[src/rtl/adder_pkg.sv]
// Shared definitions for the bit-serial adder: controller state encoding.
package adder_pkg;

  typedef enum logic [1:0] {
    IDLE = 2'd0,
    RUN  = 2'd1,
    DONE = 2'd2
  } state_e;

endpackage

[src/rtl/full_adder.sv]
// Single-bit full adder cell: a + b + cin -> {carry, sum}.
module full_adder (
  input  logic a,
  input  logic b,
  input  logic cin,
  output logic sum,
  output logic carry
);

  assign sum   = a ^ b ^ cin;
  assign carry = (a & b) | (a & cin) | (b & cin);

endmodule

[src/rtl/serial_adder.sv]
// Bit-serial WIDTH-bit adder: one bit per clock, LSB first, through a single
// full_adder cell with a registered carry; result is published with a done pulse.
module serial_adder #(
  parameter int WIDTH = 8
) (
  input  logic             clk,
  input  logic             rst_n,
  input  logic             start,
  input  logic [WIDTH-1:0] a,
  input  logic [WIDTH-1:0] b,
  input  logic             cin,
  output logic             busy,
  output logic             done,
  output logic [WIDTH-1:0] sum,
  output logic             cout
);
  import adder_pkg::*;

  localparam int CNT_W = $clog2(WIDTH + 1);

  state_e           state_q, state_d;
  logic [WIDTH-1:0] sha_q, sha_d;
  logic [WIDTH-1:0] shb_q, shb_d;
  logic [WIDTH-1:0] partial_q, partial_d;
  logic [WIDTH-1:0] sum_q, sum_d;
  logic [CNT_W-1:0] cnt_q, cnt_d;
  logic             carry_q, carry_d;
  logic             cout_q, cout_d;
  logic             done_q, done_d;
  logic             fa_sum, fa_carry;
  logic             last_bit;

  full_adder u_fa (
    .a    (sha_q[0]),
    .b    (shb_q[0]),
    .cin  (carry_q),
    .sum  (fa_sum),
    .carry(fa_carry)
  );

  assign last_bit = (cnt_q == CNT_W'(WIDTH - 1));

  always_comb begin
    state_d   = state_q;
    sha_d     = sha_q;
    shb_d     = shb_q;
    partial_d = partial_q;
    sum_d     = sum_q;
    cnt_d     = cnt_q;
    carry_d   = carry_q;
    cout_d    = cout_q;
    done_d    = 1'b0;
    case (state_q)
      IDLE: begin
        if (start) begin
          sha_d     = a;
          shb_d     = b;
          carry_d   = cin;
          cnt_d     = '0;
          partial_d = '0;
          state_d   = RUN;
        end
      end
      RUN: begin
        sha_d     = sha_q >> 1;
        shb_d     = shb_q >> 1;
        partial_d = {fa_sum, partial_q[WIDTH-1:1]};
        carry_d   = fa_carry;
        cnt_d     = cnt_q + CNT_W'(1);
        // The last bit goes straight into the published result, bypassing partial.
        if (last_bit) begin
          sum_d   = {fa_sum, partial_q[WIDTH-1:1]};
          cout_d  = fa_carry;
          done_d  = 1'b1;
          state_d = DONE;
        end
      end
      DONE:    state_d = IDLE;
      default: state_d = IDLE;
    endcase
  end

  always_ff @(posedge clk or negedge rst_n) begin
    if (!rst_n) begin
      state_q   <= IDLE;
      sha_q     <= '0;
      shb_q     <= '0;
      partial_q <= '0;
      sum_q     <= '0;
      cnt_q     <= '0;
      carry_q   <= 1'b0;
      cout_q    <= 1'b0;
      done_q    <= 1'b0;
    end else begin
      state_q   <= state_d;
      sha_q     <= sha_d;
      shb_q     <= shb_d;
      partial_q <= partial_d;
      sum_q     <= sum_d;
      cnt_q     <= cnt_d;
      carry_q   <= carry_d;
      cout_q    <= cout_d;
      done_q    <= done_d;
    end
  end

  assign busy = (state_q == RUN) || (state_q == DONE);
  assign done = done_q;
  assign sum  = sum_q;
  assign cout = cout_q;

endmodule

[config.mk]
export PLATFORM = sky130hd
export DESIGN_NAME = serial_adder
export DESIGN_NICKNAME = d
export VERILOG_FILES = /design/src/rtl/adder_pkg.sv /design/src/rtl/full_adder.sv /design/src/rtl/serial_adder.sv
export SDC_FILE = /design/constraint.sdc
export NUM_CORES = 1
export LEC_CHECK = 0
export BUFFER_PORTS_ARGS = -buffer_cell sky130_fd_sc_hd__buf_2
export CAP_MARGIN = 25
export CORE_ASPECT_RATIO = 0.9
export CORE_MARGIN = 8
export CORE_UTILIZATION = 50
export CTS_BUF_LIST = sky130_fd_sc_hd__clkbuf_4 sky130_fd_sc_hd__clkbuf_8
export DETAILED_ROUTE_END_ITERATION = 6
export PLACE_DENSITY = 0.69
export SYNTH_ARGS = -nofsm -noshare
export SYNTH_HDL_FRONTEND = slang
export SYNTH_SLANG_ARGS = --single-unit
export TNS_END_PERCENT = 100
[constraint.sdc]
create_clock -name clk -period 2.2 [get_ports clk]
set_input_delay 0.33 -clock clk [delete_from_list [all_inputs] [get_ports clk]]
set_output_delay 0.33 -clock clk [all_outputs]
set_load 0.005 [all_outputs]
==> reports/summary.txt, run 1 <==
Status - finished clean
Largest family of logic cells by synthesized area - multiplexers
Design Area, Final - 2040 µm²
IO Pins - 31
Ys async rst share - 1.00
Vias per std cell - 5.32
Die Footprint - 5620 µm²
Xor/xnor share of the synthesized area - 0
Largest net degree at the start of global routing - 41
Most common cell in the netlist - dfrtp_1
Synth Area in Adders - 0.0331
DRC errors left - 0
CP Launch Point - state_q[1]$_DFFE_PN0P_
Post-synth top area share - 0.576
First-pass GRT wire length - 5630 µm
Initial Util - 0.518
Clock Latency Late Sink - 0.29 ns
Post-synthesis cell area - 1740 µm²
RSZ-0062 raised after global routing - no
H-Tree Depth - 2
Worst-path clk slew - 0.07 ns
Critical Path RT - 2.37 ns
Final Hold Viols - 0
Wire length per cell - 14.5 µm
Fillcell total - 296
Simple-gate area share of the yosys netlist - 0.0915
Syn Area/Cell - 12.1 µm²
GRT Overall Usage - 0.125
Final setup fails - 0
Synthesized flop and latch total - 40
Final critical-path required period - 1.80 ns
Clk buf depth - 2
Max-Cap Viols - 0
WS Path Type - register to register
Via count - 1170
Detailed placer's ending HPWL - 2320 µm
Final RePlAce weighted congestion - 0.741
Final period util - 0.818
VDD IR max - 0.574 mV
Synthesis-to-layout area growth - 17.2%
Setup Skew - 0.00391 ns
Leakage - 1.04 nW
R2R Setup Slk - 0.40 ns
Worst r2r dst - sum[7]$_DFFE_PN0P_
Ys flop type - dfrtp_1
Antenna-violating nets left - 0
Synth unique cells - 23
Clock buffer count from CTS - 5
Tightest Pin Transition - 0.853 ns
Number of hold buffers added after cts - 0
Row count - 20
Synth Area in Compound Gates - 0.110
Initial antenna violation count - 0
Crit Reg-Reg Startpoint - state_q[1]$_DFFE_PN0P_
Post-synth EDFFs - 0
Cell taking the most area after synthesis - dfrtp_1
Synth warnings - 0
Core ar. - 3350 µm²
Post-CTS sizing - 0
Fmax - 0.556 GHz
Pwr Density - 1290 nW/µm²
R2r worst-path depth - 5
Vias in the first global route - 1228
Startpoint Class - register
Top post-synthesis cells by count - dfrtp_1 (40), nand2_1 (20), o21ai_0 (18)
Max Slew Vio Count - 0
Syn Nets - 168
Synth area leaders - dfrtp_1 (58%), mux2i_1 (9.2%), mux2_2 (6.5%)
Layout net count - 200
Port bufs - 30
Post-place instance area - 1940 µm²
Setup TNS - 0 ns
Cells after synthesis - 144
Worst Path Max Fanout - 10
Antenna Cells - 0
Worst setup path end - sum[7]$_DFFE_PN0P_
Share of layout cells above drive strength 1 - 0.301
Worst EP arrival - 1.97 ns
Clock sink count - 40
CTS tree - yes
Initial DRC count - 65
GRT Residual Overflow - 0
Sequential share of the synthesized area - 0.576
Root Buffer - clkbuf_8
Initial DRT Pass Iterations - 4
Die width - 78.1 µm
Worst min path class - input pin to asynchronous set/reset pin
Die H - 71.9 µm
Routed Wire Length - 3180 µm
Mux cell area share after synthesis - 0.157
CP endpoint kind - register
Setup Buffers After CTS - 0
Slew Limit Headroom - 0.431
==> layout by cell type (no fill, tap or decap) <==
cell type	Yosys	layout
nand3b_1	2	2
or4b_1	1	1
nor2_1	1	1
o221ai_1	1	1
dfrtp_1	40	40
nor2b_1	2	2
buf_2	6	30
fa_1	1	1
nand2b_1	2	2
o21a_1	1	1
nand4b_2	1	1
a311oi_1	1	1
clkbuf_8	0	7
mux2i_1	16	15
nand2_1	20	20
a22o_1	8	8
buf_4	1	4
ha_1	3	3
inv_1	3	3
nand3_1	3	3
o21ai_0	18	18
mux2_2	10	10
mux2i_4	0	1
a21oi_1	1	1
==> worst min-delay path by stage <==
| stage | to | slack, ns |
|---|---|---|
| 6_report | sha_q[5]$_DFFE_PN0P_ | 0.14 |
| 5_1_grt | sha_q[5]$_DFFE_PN0P_ | 0.22 |
| 3_5_place_dp | sha_q[5]$_DFFE_PN0P_ | 0.48 |
| 3_3_place_gp | sha_q[7]$_DFFE_PN0P_ | 0.46 |
| 2_1_floorplan | carry_q$_DFFE_PN0P_ | 0.03 |
| 4_1_cts | sha_q[7]$_DFFE_PN0P_ | 0.18 |
==> layout make-up <==
cell class / count / area, µm² / area share
Timing Repair Buffer: 34 / 180 / 0.0885
Tap cell: 44 / 55.1 / 0.0270
Sequential cell: 40 / 1000 / 0.492
Clock buffer: 7 / 96.3 / 0.0473
Multi-Input combinational cell: 92 / 692 / 0.340
Inverter: 3 / 11.3 / 0.00553
==> per-stage QoR <==
step	total power [W]	hold WS, ns	instances	worst slack [ns]	utilization
6_report	0.00263	0.143	220	0.401	0.607
5_1_grt	0.00283	0.224	220	0.281	0.607
4_1_cts	0.00267	0.180	220	0.384	0.607
3_5_place_dp	0.00215	0.480	213	0.399	0.578
3_3_place_gp	0.00209	0.461	213	0.474	0.578
2_1_floorplan	0.00185	0.0344	144	0.655	-
==> flip-flops by register name, summed over array words and instances (netlist names) <==
register and count:
sha_q 8, shb_q 8, sum 8, partial_q 7, cnt_q 4, state_q 2
carry_q 1, cout 1, done 1
==> worst max-delay path, stage by stage (launching register included) <==
cell	delay, ns
dfrtp_1	0.36
inv_1	0.08
ha_1	0.29
buf_4	0.24
nand4b_2	0.33
mux2_2	0.38
==> per-layer routing <==
layer  up-vias  global-route usage  part of all wire
li1        570                   -                 -
met1       573               0.140              0.44
met2        19               0.206              0.50
met3         8              0.0420             0.041
met4         0              0.0678             0.021
met5         -                   0                 0
==> cell families after synthesis <==
| family | after synthesis |
|---|---|
| DFF | 40 |
| adders and majority gates | 4 |
| buffers and inverters | 12 |
| muxes | 26 |
| and+or+nand+nor | 32 |
| AOI/OAI and AO/OA | 30 |
==> power by group <==
group	internal, W	switching [W]	leakage [nW]
combinational	0.000451	0.000505	0.464
sequential	0.00100	0.000162	0.525
clock	0.000279	0.000232	0.0503
total	0.00173	0.000899	1.04
Note: power is estimated with default switching activity, not from simulation.
==> inputs of run 2 (changes only) <==
clock period = 1.75 ns   (was 2.2 ns; I/O delays follow)
==> reports/summary.txt, run 2 (same netlist as run 1, synthesis figures left out) <==
VDD IR max - 0.839 mV (+46%)
Clk buf depth - 2 (unchanged)
GRT Residual Overflow - 0 (unchanged)
Fmax - 0.624 GHz (+12%)
Top layer reached by signal wires - met4
Leakage - 1.07 nW (+2.8%)
CP max-delay cell - or4b_1
Commonest non-fill, non-tap cell in the layout - dfrtp_1
Final RePlAce weighted congestion - 0.740 (about the same)
Largest net degree at the start of global routing - 27 (-34%)
Core ar. - 3350 µm² (unchanged)
Critical Path Max Stage Delay - 0.51 ns (+0.13 ns)
Met3 Wirelength - 160 µm (+24%)
Row count - 20 (unchanged)
Final Hold Viols - 0 (unchanged)
Hold Path Sink - sha_q[7]$_DFFE_PN0P_
Pwr Density - 1660 nW/µm² (+29%)
Antenna-violating nets left - 0 (unchanged)
Crit Reg-Reg Startpoint - state_q[0]$_DFFE_PN0P_
Vias in the first global route - 1196 (-2.6%)
R2r worst-path depth - 5 (unchanged)
RSZ-0062 raised after global routing - no
Synthesis-to-layout area growth - 20.5%
Final core utilization - 0.624 (+0.0172)
Slew Limit Headroom - 0.621 (+0.190)
Setup Skew - 0.00939 ns (+0.00548 ns)
Initial DRT Pass Iterations - 3 (-1)
Cell family with most CP delay - simple AND/OR/NAND/NOR gates
Max Slew Vio Count - 0 (unchanged)
Final setup fails - 0 (unchanged)
Multi-input gate area - 694 µm² (+0.36%)
Worst min path class - input pin to register
WL met1 - 1430 µm (+2.5%)
Antenna Cells - 0 (unchanged)
Tightest Pin Transition - 0.568 ns (-0.285 ns)
CP Launch Point - state_q[0]$_DFFE_PN0P_
Root Buffer - clkbuf_8
Worst EP arrival - 1.83 ns (-0.14 ns)
Setup Buffers After CTS - 0 (unchanged)
Detailed placer's ending HPWL - 2290 µm (-0.92%)
Initial Util - 0.518 (unchanged)
Port bufs - 30 (unchanged)
Worst Path Max Fanout - 4 (-6)
Die Footprint - 5620 µm² (unchanged)
Worst r2r dst - cnt_q[3]$_DFFE_PN0P_
IO Pins - 31 (unchanged)
Via count - 1161 (-0.77%)
Final period util - 0.916 (+0.0980)
Sequential Area - 1000 µm² (unchanged)
Die H - 71.9 µm (unchanged)
Initial antenna violation count - 0 (unchanged)
WS Path Type - register to register
Startpoint Class - register
Buf+Inv Stages, Crit Path - 1 (-1)
Vias per std cell - 5.18 (-2.5%)
Clock buffer count from CTS - 5 (unchanged)
CTS tree - yes
Fillcell total - 283 (-4.4%)
Critical Path RT - 1.98 ns (-0.39 ns)
Layout net count - 203 (+1.5%)
Clock Latency Late Sink - 0.29 ns (about the same)
GRT Overall Usage - 0.120 (-0.00512)
Clock sink count - 40 (unchanged)
Routed Wire Length - 3100 µm (-2.6%)
Hold Startpoint - a[7]
Share of layout cells above drive strength 1 - 0.317 (+0.0155)
First-pass GRT wire length - 5520 µm (-2.0%)
Critical Path, Cell by Cell - inv_1, ha_1, mux2i_4, or4b_1, nand3_1
Initial DRC count - 50 (-23%)
Status - finished clean
Setup TNS - 0 ns (unchanged)
Hold Path Depth - 3
Die width - 78.1 µm (unchanged)
R2R Setup Slk - 0.15 ns (-0.25 ns)
Final critical-path required period - 1.60 ns (-0.196 ns)
CP endpoint kind - register
Commonest non-fill, non-tap cells in the layout - dfrtp_1 (40), buf_2 (30), nand2_1 (20)
Worst-path clk slew - 0.07 ns (about the same)
Max-Cap Viols - 0 (unchanged)
Wire length per cell - 13.8 µm (-4.4%)
WL met2 - 1480 µm (-6.8%)
H-Tree Depth - 2 (unchanged)
DRC errors left - 0 (unchanged)
## run 2: worst max path at each step
stage	endpoint	slack (ns)	cells after the start
6_report	cnt_q[3]$_DFFE_PN0P_	0.15	5
5_1_grt	sum[4]$_DFFE_PN0P_	0.02	4
4_1_cts	cnt_q[0]$_DFFE_PN0P_	0.03	5
3_5_place_dp	cnt_q[0]$_DFFE_PN0P_	0.03	5
3_3_place_gp	cnt_q[0]$_DFFE_PN0P_	0.14	5
2_1_floorplan	cnt_q[3]$_DFFE_PN0P_	0.21	7
## run 2: worst register-to-register path: cells and delay by family (launching register included)
family                     cells  cell delay, ns
adders and majority gates      1            0.27
buffers and inverters          1            0.07
DFF                            1            0.38
muxes                          1            0.23
and+or+nand+nor                2            0.60
## run 2: cell type report
type,count,share of cell area
multi-input combinational,92,0.332
clock inverter,1,0.0143
timing repair buffer,37,0.0980
clock buffer,7,0.0460
sequential,40,0.478
tap,44,0.0263
inverter,3,0.00538
## run 2: power by group
part	internal, W	switching (W)	total (W)
sequential	0.00126	0.000203	0.00146
combinational	0.000591	0.000622	0.00121
clock	0.000503	0.000307	0.000810
## run 2: metrics by stage
| stage | setup slack, ns | instance area, µm² | total power, W | std cells | hold slack, ns |
|---|---|---|---|---|---|
| floorplan | 0.205 | 1740 | 0.00233 | 144 | -0.0331 |
| global placement | 0.145 | 1950 | 0.00265 | 215 | 0.278 |
| detailed placement | 0.0325 | 1950 | 0.00271 | 215 | 0.291 |
| CTS | 0.0342 | 2090 | 0.00353 | 224 | 0.216 |
| global route | 0.0174 | 2090 | 0.00376 | 224 | 0.227 |
| finish | 0.148 | 2090 | 0.00349 | 224 | 0.221 |
## run 2: repair_timing
item                       4_1_cts  5_1_grt
hold buffers                     1        0
gates resized for setup          0        1
hold endpoints to repair        25        0
setup endpoints to repair        0        9
## run 2: per-layer routing
metal	track usage	vias up
li1	-	572
met5	0	-
met2	0.191	17
met4	0.0431	0
met1	0.145	567
met3	0.0457	5
==> inputs of run 3 (changes only) <==
ABC_AREA = 1   (was not set)
PLACE_DENSITY = 0.68   (was 0.69)
==> reports/summary.txt, run 3 <==
Clock buffer count from CTS - 5 (unchanged)
Cell taking the most area after synthesis - dfrtp_1
Share of layout cells above drive strength 1 - 0.278 (-0.0391)
DRC errors left - 0 (unchanged)
Status - finished clean
Synthesis-to-layout area growth - 14.7%
Leakage - 1.11 nW (+3.5%)
Die width - 80.4 µm (+3.0%)
Post-synth top area share - 0.536 (-0.0405)
Root Buffer - clkbuf_8
Logic pwr share - 0.374 (+0.026)
Synth unique cells - 22 (-4.3%)
Switching Share - 0.372 (+0.0476)
GRT Overall Usage - 0.127 (+0.00694)
Row count - 21 (+5.0%)
Register share of total power - 0.414 (-0.006)
Final Hold Viols - 0 (unchanged)
Synth warnings - 0 (unchanged)
Commonest non-fill, non-tap cell in the layout - nand2_1
Routed Wire Length - 3410 µm (+10%)
Slew Limit Headroom - 0.666 (+0.0450)
Sequential share of the synthesized area - 0.536 (-0.0405)
Clock Latency Late Sink - 0.29 ns (about the same)
Buf+Inv Stages, Crit Path - 2 (+1)
Core ar. - 3650 µm² (+8.9%)
Antenna-violating nets left - 0 (unchanged)
Fillcell total - 333 (+18%)
Final RePlAce weighted congestion - 0.767 (+3.5%)
Largest net degree at the start of global routing - 41 (+52%)
RSZ-0062 raised after global routing - no
Worst EP arrival - 1.64 ns (-0.19 ns)
Die H - 74.0 µm (+2.9%)
Initial DRC count - 49 (-2.0%)
Net switching power - 0.00129 W (+14%)
Post-synth EDFFs - 0 (unchanged)
Tot Pwr - 0.00348 W (-0.28%)
WS Path Type - register to register
Clock sink count - 40 (unchanged)
Worst-path clk slew - 0.08 ns (about the same)
Wire length per cell - 12.5 µm (-9.7%)
Pint - 0.00218 W (-7.3%)
Ys flop type - dfrtp_1
Port bufs - 30 (unchanged)
Critical Path Max Stage Delay - 0.38 ns (-0.13 ns)
Syn Area/Cell - 9.68 µm² (-20%)
H-Tree Depth - 2 (unchanged)
Top post-synthesis cells by count - nand2_1 (60), dfrtp_1 (40), inv_1 (18)
Fmax - 0.678 GHz (+8.7%)
Clk pwr share - 0.213 (-0.019)
CTS tree - yes
R2R Setup Slk - 0.28 ns (+0.13 ns)
Setup Skew - 0.00849 ns (-0.000905 ns)
R2r worst-path depth - 7 (+2)
Vias in the first global route - 1348 (+13%)
Startpoint Class - register
Worst Path Max Fanout - 16 (+12)
Via count - 1335 (+15%)
Die Footprint - 5950 µm² (+5.9%)
Post-synthesis cell area - 1870 µm² (+7.6%)
Max Slew Vio Count - 0 (unchanged)
Vias per std cell - 4.89 (-5.7%)
Ys async rst share - 1.00 (unchanged)
Antenna Cells - 0 (unchanged)
CP endpoint kind - register
Detailed placer's ending HPWL - 2360 µm (+3.0%)
Critical Path, Cell by Cell - inv_1, ha_2, nand2_2, nand2_4, inv_2, nand2_1, o21ai_0
GRT Residual Overflow - 0 (unchanged)
Synth area leaders - dfrtp_1 (54%), nand2_1 (12%), o211ai_1 (4.8%)
Layout net count - 250 (+23%)
Initial Util - 0.511 (-0.00643)
Final critical-path required period - 1.47 ns (-0.128 ns)
Pwr Density - 1620 nW/µm² (-2.6%)
Multi-input gate area - 718 µm² (+3.4%)
Critical Path RT - 1.91 ns (-0.07 ns)
Initial antenna violation count - 0 (unchanged)
CP max-delay cell - dfrtp_1
Crit Reg-Reg Startpoint - state_q[1]$_DFFE_PN0P_
VDD IR max - 0.866 mV (+3.2%)
Syn Nets - 217 (+29%)
Sequential Area - 1000 µm² (unchanged)
Setup TNS - 0 ns (unchanged)
Most common cell in the netlist - nand2_1
Tightest Pin Transition - 0.501 ns (-0.0675 ns)
First-pass GRT wire length - 6000 µm (+8.8%)
IO Pins - 31 (unchanged)
Max-Cap Viols - 0 (unchanged)
Final period util - 0.843 (-0.0730)
Worst r2r dst - cnt_q[0]$_DFFE_PN0P_
Cells after synthesis - 193 (+34%)
Initial DRT Pass Iterations - 4 (+1)
Synthesized flop and latch total - 40 (unchanged)
Worst min path class - input pin to asynchronous set/reset pin
Cell family with most CP delay - flip-flops
Clk buf depth - 2 (unchanged)
Commonest non-fill, non-tap cells in the layout - nand2_1 (60), dfrtp_1 (40), buf_2 (30)
Final setup fails - 0 (unchanged)
-- run 3: cell count changes after synthesis, moves of 5 or more --
cell,delta
mux2_2,-10
buf_2,-6
inv_1,+15
o22ai_1,+7
or2_1,+8
a22o_1,-8
o211ai_1,+12
nand2_1,+40
buf_6,+5
o21ai_2,+9
o21ai_0,-14
mux2i_1,-16
-- run 3: area by class of cell --
class,instances,share of cell area
clock buffers,6,0.0356
clock inverters,2,0.0163
inverters,20,0.0350
multi-input cells,125,0.335
flip-flops and latches,40,0.467
well taps,46,0.0269
repair buffers,34,0.0841
-- run 3: how the worst max path moves through the flow --
stage / startpoint / to / slack [ns] / depth (start not counted)
2_1_floorplan: state_q[0]$_DFFE_PN0P_ / shb_q[2]$_DFFE_PN0P_ / 0.39 / 5
3_3_place_gp: state_q[0]$_DFFE_PN0P_ / sha_q[5]$_DFFE_PN0P_ / 0.22 / 5
3_5_place_dp: state_q[1]$_DFFE_PN0P_ / sum[2]$_DFFE_PN0P_ / 0.15 / 5
4_1_cts: state_q[1]$_DFFE_PN0P_ / sum[2]$_DFFE_PN0P_ / 0.14 / 5
5_1_grt: state_q[1]$_DFFE_PN0P_ / cnt_q[0]$_DFFE_PN0P_ / 0.10 / 7
6_report: state_q[1]$_DFFE_PN0P_ / cnt_q[0]$_DFFE_PN0P_ / 0.28 / 7
-- run 3: cells by family after synthesis --
| family | Yosys count | synth area share |
|---|---|---|
| flops | 40 | 0.536 |
| simple gates | 85 | 0.209 |
| fa+ha+maj | 4 | 0.0308 |
| compound gates | 36 | 0.143 |
| buf+inv | 28 | 0.0810 |
-- run 3: per-stage QoR --
| step | utilization | cell area (µm²) | hold slack [ns] | std cells | setup slack [ns] |
|---|---|---|---|---|---|
| after CTS | 0.586 | 2140 | 0.0318 | 273 | 0.138 |
| after global placement | 0.556 | 2030 | 0.345 | 265 | 0.222 |
| after floorplan | - | 1870 | -0.0331 | 193 | 0.386 |
| after global routing | 0.587 | 2140 | 0.0667 | 273 | 0.103 |
| final | 0.587 | 2140 | 0.0230 | 273 | 0.276 |
| after detailed placement | 0.556 | 2030 | 0.351 | 265 | 0.152 |
-- run 3: timing repair --
| item | 4_1_cts | 5_1_grt |
|---|---|---|
| gates resized for setup | 0 | 1 |
| endpoints found under the hold margin | 0 | 0 |
| buffers inserted | 0 | 0 |
| endpoints found under the setup margin | 0 | 2 |
| hold buffers | 0 | 0 |
-- run 3: metal layers --
metal / up-vias / track usage / wire length (µm)
met2: 25 / 0.194 / 1490
li1: 688 / - / -
met1: 614 / 0.161 / 1650
met3: 8 / 0.0399 / 207
met5: - / 0 / 0
met4: 0 / 0.0544 / 59
-- run 3: worst register-to-register path, cell delays in order, from the launching register on --
cell	delay [ns]
dfrtp_1	0.38
inv_1	0.08
ha_2	0.29
nand2_2	0.10
nand2_4	0.16
inv_2	0.17
nand2_1	0.08
o21ai_0	0.09
-- run 3: power groups by stage --
stage          logic [W]  registers [W]  clock network [W]
4_1_cts          0.00132        0.00144           0.000763
3_5_place_dp     0.00131        0.00145                  0
6_report         0.00130        0.00144           0.000739
3_3_place_gp     0.00129        0.00145                  0
5_1_grt          0.00149        0.00148           0.000797
2_1_floorplan    0.00109        0.00142                  0
